**config.mk**
```make
export PLATFORM = sky130hd
export DESIGN_NAME = piece_move_controller
export DESIGN_NICKNAME = d
export VERILOG_FILES = /design/src/rtl/piece_move_controller.sv
export SDC_FILE = /design/constraint.sdc
export NUM_CORES = 1
export LEC_CHECK = 0
export CORE_MARGIN = 3
export CORE_UTILIZATION = 61
export CTS_BUF_LIST = sky130_fd_sc_hd__clkbuf_16
export CTS_CLUSTER_DIAMETER = 50
export DETAILED_ROUTE_END_ITERATION = 16
export GPL_ROUTABILITY_DRIVEN = 0
export GPL_TIMING_DRIVEN = 0
export PLACE_DENSITY = 0.82
export SYNTH_ARGS = -nofsm -noshare
export SYNTH_HDL_FRONTEND = slang
export SYNTH_SLANG_ARGS = --single-unit
```
**constraint.sdc**
```tcl
create_clock -name Clock -period 3.3 [get_ports Clock]
set_clock_uncertainty 0.1 [all_clocks]
set_input_delay 0.33 -clock Clock [delete_from_list [all_inputs] [get_ports Clock]]
set_output_delay 0.33 -clock Clock [all_outputs]
set_load 0.005 [all_outputs]
```
**src/rtl/piece_move_controller.sv**
```systemverilog
// Button debounce, gravity timer and piece movement FSM feeding the VGA overlay.
// Shadow position/colour update freely; the visible outputs reload only on iFrameStart.
//
// state   | meaning
// RUN     | piece falls under gravity, accepts move/drop/pause presses
// PAUSED  | gravity counter frozen, move presses discarded
// LANDED  | one-cycle respawn: oLanded high, position reset, colour advanced
module piece_move_controller #(
  parameter int DEBOUNCE_CYCLES = 250000,
  parameter int GRAVITY_CYCLES  = 12500000,
  parameter int STEP            = 32,
  parameter int X_INIT          = 96,
  parameter int X_MAX           = 192,
  parameter int Y_MAX           = 320
) (
  input  logic       Clock,
  input  logic       Reset,
  input  logic       iLeft,
  input  logic       iRight,
  input  logic       iDown,
  input  logic       iPause,
  input  logic       iFrameStart,
  output logic [9:0] oXRedCounter,
  output logic [9:0] oYRedCounter,
  output logic [2:0] oColorCuadro,
  output logic       oLanded
);

  localparam int DB_W = $clog2(DEBOUNCE_CYCLES) + 1;
  localparam int GR_W = $clog2(GRAVITY_CYCLES) + 1;
  localparam logic [DB_W-1:0] DB_LAST  = DB_W'(DEBOUNCE_CYCLES - 1);
  localparam logic [GR_W-1:0] GR_LAST  = GR_W'(GRAVITY_CYCLES - 1);
  localparam logic [9:0]      STEP_V   = 10'(STEP);
  localparam logic [9:0]      X_INIT_V = 10'(X_INIT);
  localparam logic [9:0]      X_MAX_V  = 10'(X_MAX);
  localparam logic [9:0]      Y_MAX_V  = 10'(Y_MAX);

  localparam int BTN_LEFT  = 0;
  localparam int BTN_RIGHT = 1;
  localparam int BTN_DOWN  = 2;
  localparam int BTN_PAUSE = 3;

  typedef enum logic [1:0] {S_RUN, S_PAUSED, S_LANDED} state_t;

  state_t state, state_nxt;

  logic [3:0]      btn_raw, sync_a, sync_b, db_lvl, press;
  logic [DB_W-1:0] db_cnt [4];

  logic [9:0]      shadow_x, shadow_y, x_nxt, y_nxt;
  logic [1:0]      col_idx, col_nxt;
  logic [GR_W-1:0] grav_cnt, grav_nxt;
  logic            drop_req, land_pulse;

  function automatic logic [2:0] colour_of(input logic [1:0] idx);
    case (idx)
      2'd0:    return 3'b100;
      2'd1:    return 3'b010;
      2'd2:    return 3'b001;
      default: return 3'b110;
    endcase
  endfunction

  assign btn_raw = {iPause, iDown, iRight, iLeft};

  // Level must disagree with the accepted level for DEBOUNCE_CYCLES clocks to flip it
  always_ff @(posedge Clock) begin
    if (Reset) begin
      sync_a <= '0;
      sync_b <= '0;
      db_lvl <= '0;
      press  <= '0;
      for (int i = 0; i < 4; i++) db_cnt[i] <= '0;
    end else begin
      sync_a <= btn_raw;
      sync_b <= sync_a;
      for (int i = 0; i < 4; i++) begin
        press[i] <= 1'b0;
        if (sync_b[i] == db_lvl[i]) begin
          db_cnt[i] <= '0;
        end else if (db_cnt[i] == DB_LAST) begin
          db_lvl[i] <= sync_b[i];
          db_cnt[i] <= '0;
          press[i]  <= sync_b[i];
        end else begin
          db_cnt[i] <= db_cnt[i] + 1'b1;
        end
      end
    end
  end

  assign drop_req = press[BTN_DOWN] | (grav_cnt == GR_LAST);

  always_ff @(posedge Clock) begin
    if (Reset) state <= S_RUN;
    else       state <= state_nxt;
  end

  always_comb begin
    state_nxt = state;
    case (state)
      S_RUN: begin
        if (press[BTN_PAUSE])                  state_nxt = S_PAUSED;
        else if (drop_req && shadow_y == Y_MAX_V) state_nxt = S_LANDED;
      end
      S_PAUSED: if (press[BTN_PAUSE]) state_nxt = S_RUN;
      default:  state_nxt = S_RUN;
    endcase
  end

  always_comb begin
    x_nxt      = shadow_x;
    y_nxt      = shadow_y;
    col_nxt    = col_idx;
    grav_nxt   = grav_cnt;
    land_pulse = 1'b0;
    case (state)
      S_RUN: begin
        // The pause press cycle itself behaves like PAUSED: nothing moves, gravity holds
        if (!press[BTN_PAUSE]) begin
          if (press[BTN_LEFT] && !press[BTN_RIGHT] && shadow_x >= STEP_V)
            x_nxt = shadow_x - STEP_V;
          else if (press[BTN_RIGHT] && !press[BTN_LEFT] && shadow_x + STEP_V <= X_MAX_V)
            x_nxt = shadow_x + STEP_V;
          grav_nxt = drop_req ? '0 : grav_cnt + 1'b1;
          if (drop_req && shadow_y + STEP_V <= Y_MAX_V)
            y_nxt = shadow_y + STEP_V;
        end
      end
      S_LANDED: begin
        x_nxt      = X_INIT_V;
        y_nxt      = '0;
        grav_nxt   = '0;
        col_nxt    = col_idx + 2'd1;
        land_pulse = 1'b1;
      end
      default: ;
    endcase
  end

  always_ff @(posedge Clock) begin
    if (Reset) begin
      shadow_x     <= X_INIT_V;
      shadow_y     <= '0;
      col_idx      <= '0;
      grav_cnt     <= '0;
      oXRedCounter <= X_INIT_V;
      oYRedCounter <= '0;
      oColorCuadro <= 3'b100;
    end else begin
      shadow_x <= x_nxt;
      shadow_y <= y_nxt;
      col_idx  <= col_nxt;
      grav_cnt <= grav_nxt;
      if (iFrameStart) begin
        oXRedCounter <= shadow_x;
        oYRedCounter <= shadow_y;
        oColorCuadro <= colour_of(col_idx);
      end
    end
  end

  // Masked by Reset so a reset landing in the LANDED cycle never shows a pulse
  assign oLanded = land_pulse & ~Reset;

endmodule
```
# Word level (Yosys, flattened, before mapping)
# Memories as Yosys holds them, arrays and structs flattened.
# Cells that the tools add are included.
# word_totals
regBits	88
latch_bits	0
rom_bits	0
in_bits	7
ram_bits	76
output_inout_bits	24
mem_count	1
# op_classes
n_lt_le_gt_ge	3
muxes	74
bitwise	23
add_sub_neg	9
n_shift	0
n_reduce_logical	23
mul	0
n_div	0
n_eq_ne	19
# mem_list
name	depth	word_bits	read_ports	rd_clocked_by_memory_dff	wr	line_no	rtl
db_cnt	4	19	4	0	4	48	logic [DB_W-1:0] db_cnt [4];
# ops
op	count
19-bit 2-to-1 mux	12
19-bit by 1-bit adder with 19-bit output, second input constant	4
19-bit by 18-bit equality test with 1-bit output, second input constant	4
10-bit 2-to-1 mux	5
25-bit 2-to-1 mux	2
25-bit one-hot mux with 2 select lines	1
1-bit 2-to-1 mux	47
10-bit one-hot mux with 2 select lines	2
25-bit by 1-bit adder with 25-bit output, second input constant	1
25-bit by 24-bit equality test with 1-bit output, second input constant	1
10-bit by 6-bit adder with 10-bit output, second input constant	2
1-bit bitwise OR	13
2-bit AND reduction	6
3-bit OR reduction	4
10-bit by 9-bit equality test with 1-bit output, second input constant	1
10-bit by 6-bit greater-or-equal comparator with 1-bit output, second input constant	1
10-bit by 8-bit <= comparator with 1-bit output, second input constant	1
10-bit by 9-bit <= comparator with 1-bit output, second input constant	1
10-bit by 6-bit subtractor with 10-bit output, second input constant	1
1-bit inverter	9
3-bit one-hot mux with 3 select lines	1
1-bit logical AND	6
2-bit 2-to-1 mux	3
2-bit != test, second input constant	3
11 further kinds	20

# Depth between registers and ports, before layout
# depth
depth_word	7
mapped_depth	9
depth_no_buf	7

# Worst setup path before layout
# Ideal clock, no wire load.
# synth_timing
path_type	reg2reg
from	memory db_cnt[3][0] (netlist name)
to	memory db_cnt[3][14] (netlist name), data pin
slack_ps	1015
period_less_slack_ps	2285
t_arrival_ps	1930
setup_time_ps	254
stages_incl_launch_ff	9
cell_sequence	edfxtp_1 ha_1 nand3_1 or4_1 or3_1 clkbuf_1 nand2_2 buf_4 nor2_1
# synth_rtl
element	line_no
start: declaration	48

# Final worst setup path
# layout_timing
from	register shadow_x[5]
to	register shadow_x[9]
# layout_between
elab_chain_len	5
elab_cells_between_ends	12
classes_between	add/sub: 2; order compare: 2; eq/ne: 1; mux: 4; reduce/logical: 3
# layout_rtl
element	line_no	rtl
start: declaration	50	logic [9:0] shadow_x, shadow_y, x_nxt, y_nxt;
start signal: assignment	151	shadow_x <= x_nxt;
10-bit by 6-bit adder with 10-bit output or 10-bit by 6-bit greater-or-equal comparator with 1-bit output (tied branches)	123, 124, 121	
10-bit by 8-bit <= comparator with 1-bit output, or another cell as far along	123	else if (press[BTN_RIGHT] && !press[BTN_LEFT] && shadow_x + STEP_V <= X_MAX_V)
1-bit logical AND or 10-bit 2-to-1 mux (tied branches)	123, 121	
3-bit != test (no line) or 10-bit 2-to-1 mux (tied branches)	n/a	
3-bit AND reduction (no line) or 10-bit one-hot mux with 2 select lines (tied branches)	n/a	
# Several ways; a longest one is shown, not always the timed one. The select of a mux whose other input is x is not followed.
# A chain may end at the register's enable or synchronous reset.

==> results.yml <==
grt:
  grt_overflow_total: 0
  grt_max_degree: 17
  grt_first_pass_wirelength_um: 26850
  antenna_found_initial: 0
  grt_pass1_vias: 5855
  grt_usage: 0.2519
clocking:
  cts.sinks: 144
  cts_tree: "built"
  ctsResizeCount: 0
  htreeDepth: 4
  hold_buffers: 0
  clk_latency_ns: 0.43
  cts_setup_buffers: 0
  cts_root_buf: "clkbuf_16"
  cts_buffers: 17
  cts_buffer_depth: 2
  clk_pin_slew_ns: 0.06
synth:
  yosysSeqAreaShare: 0.4938
  yosysTopAreaCell: "edfxtp_1"
  synth_edf_count: 76
  avgSynthCellArea_um2: 9.747
  async_flop_share: 0
  synth_cell_types: 54
  ys_ff_latch: 144
  synth_most_common_cell: "nor2_1"
  synth.area.top_cells: "edfxtp_1 (31%), dfxtp_1 (18%), nor2_1 (6.7%), xnor2_1 (5.6%), xor2_1 (4.3%)"
  syn_area_mm2: 0.007378
  synth_top_cells_by_count: "nor2_1 (132), edfxtp_1 (76), dfxtp_1 (68)"
  synth_ff_type: "edfxtp_1"
  ys_warn_count: 0
  syn-instance-count: 757
  yosysTopAreaCellShare: 0.3093
setup_path:
  worstSetupEndpointType: "register"
  worst-path-buf-inv: 1
  cp_slowest_cell: "a2111oi_0"
  critPathLaunchType: "register"
  critPathTopFamily: "compound AO/OA/AOI/OAI gates"
  cp_max_fo: 8
  crit_chain: "inv_1, ha_1, nor2b_1, a2111oi_0, nand3_1, a22o_1, a32o_1"
  arrival_ns: 3.01
  required_ns: 3.53
  max_stage_delay_ns: 0.60
  crit_type: "register to register"
power_and_ir_drop:
  ir_drop_v: 0.0004045
  p_clk_frac: 0.462
  pwr-share-comb: 0.040
  powerDensity_mw_per_mm2: 461.6
  leakage_nw: 3.218
  seqPwrFrac: 0.498
  net-switching-power_mw: 0.8926
  swShare: 0.2241
  finalPower_mw: 3.984
  power.internal_mw: 3.091
hold_path:
  min_path_type: "input port to register"
routing:
  routed_wl_um: 15510
  drc_errors: 0
  drt-initial-drc-count: 458
  routedWlPerCell_um: 15.00
  drtPass1Iterations: 5
  num_vias: 5842
  ant_nets: 0
  vias_per_cell: 5.650
sta:
  hold_violations: 0
  max_freq_mhz: 359.9
  fin_tns_setup_ns: 0
  report.final.setup_viol: 0
  drv_slew: 0
  max_slew_margin: 0.4858
  fin_crit_sh: 0.8420
  setup_ws_ns: 0.5214
  min_period_ns: 2.779
  timing.hold.ws_ns: 0.2194
  rsz0062_at_grt: "no"
  tightest_slew_ns: 0.7713
status:
  outcome: "completed"
run:
  maxCapViolCount: 0
place:
  pre_cts_ws_ns: 0.5573
  port_buffers: 18
  dpl.hpwl_um: 10560
die:
  io_pins: 31
  die_height_um: 116.0
  start_util: 0.6353
  die_w_um: 116.0
  core.rowCount: 39
  core_area_mm2: 0.01161
  die_area_mm2: 0.01345
final_layout:
  fin_nets: 897
  n_fill_cell: 834
  multi_input_area_mm2: 0.003752
  n_antenna_cell: 0
  drive_gt1_frac: 0.06510
  syn_to_final_growth_pct: 16.97
  final_core_util: 0.7432
  ff_latch_area_mm2: 0.003643
[per-layer routing]
metal / up-vias / track usage / wire length (µm)
met3: 44 / 0.05640 / 692
met5: - / 0 / 0
met1: 2755 / 0.2899 / 6343
met2: 178 / 0.4453 / 8082
li1: 2865 / - / -
met4: 0 / 0.1176 / 386
[final timing paths]
check	startpoint	to	cells after the start	slack, ns
worst max-delay path	shadow_x[5]$_SDFFE_PP1P_	shadow_x[9]$_SDFFE_PP0P_	7	0.52
worst min-delay path	iFrameStart	oXRedCounter[8]$_SDFFE_PP0P_	3	0.22
worst max register to register	shadow_x[5]$_SDFFE_PP1P_	shadow_x[9]$_SDFFE_PP0P_	7	0.52
worst min register to register	sync_a[3]$_SDFF_PP0_	sync_b[3]$_SDFF_PP0_	1	0.33
[logic make-up after synthesis]
group	share of synthesized area
buffers and inverters	0.04036
DFF	0.4938
muxes	0.02985
and+or+nand+nor	0.2534
xor gates and xnor gates	0.09852
AOI/OAI and AO/OA	0.06274
adders and majority gates	0.02035
other	0.001018
[flip-flops by register name, summed over array words and instances (netlist names), 4 cells and up]
signal        count
db_cnt           76
grav_cnt         25
oXRedCounter      5
oYRedCounter      5
shadow_x          5
shadow_y          5
db_lvl            4
press             4
sync_a            4
sync_b            4
[per-stage QoR]
step | area (µm²) | instances
2_1_floorplan | 7694 | 841
5_1_grt | 8631 | 1034
6_report | 8631 | 1034
3_3_place_gp | 8053 | 1002
4_1_cts | 8631 | 1034
3_5_place_dp | 8053 | 1002
[power by group through the flow]
stage                     clock network, mW  logic [mW]  registers [mW]
final                                  1.84       0.158            1.99
after global routing                   1.94       0.180            1.99
after CTS                              1.87       0.154            1.98
after detailed placement                  0       0.150            2.02
after global placement                    0       0.147            2.02
after floorplan                           0       0.121            2.01
[tightest hold or removal path, stage by stage]
cell and delay [ns]:
clkbuf_1 0.16, mux2i_1 0.15, nor2_1 0.07
[placed cells by master, fill, tap and decap left out, types with 16 or more instances in the layout]
master,count
nor2_1,132
conb_1,86
edfxtp_1,76
dfxtp_1,68
xnor2_1,47
nand3_1,44
nand2_1,43
xor2_1,36
nand4_1,31
nor3_1,26
mux2i_1,22
clkbuf_16,20
clkbuf_1,19
clkdlybuf4s50_1,18
a21oi_1,17
inv_1,16
and4_1,16
and3_1,16
[cell type report]
type	instances	share of cell area
tap	143	0.02073
multi-input combinational	640	0.4348
sequential	144	0.4222
clock inverter	12	0.008988
clock buffer	20	0.05799
buffer	41	0.02754
inverter	16	0.006959
timing repair buffer	18	0.02088
Note: power is estimated with default switching activity, not from simulation.
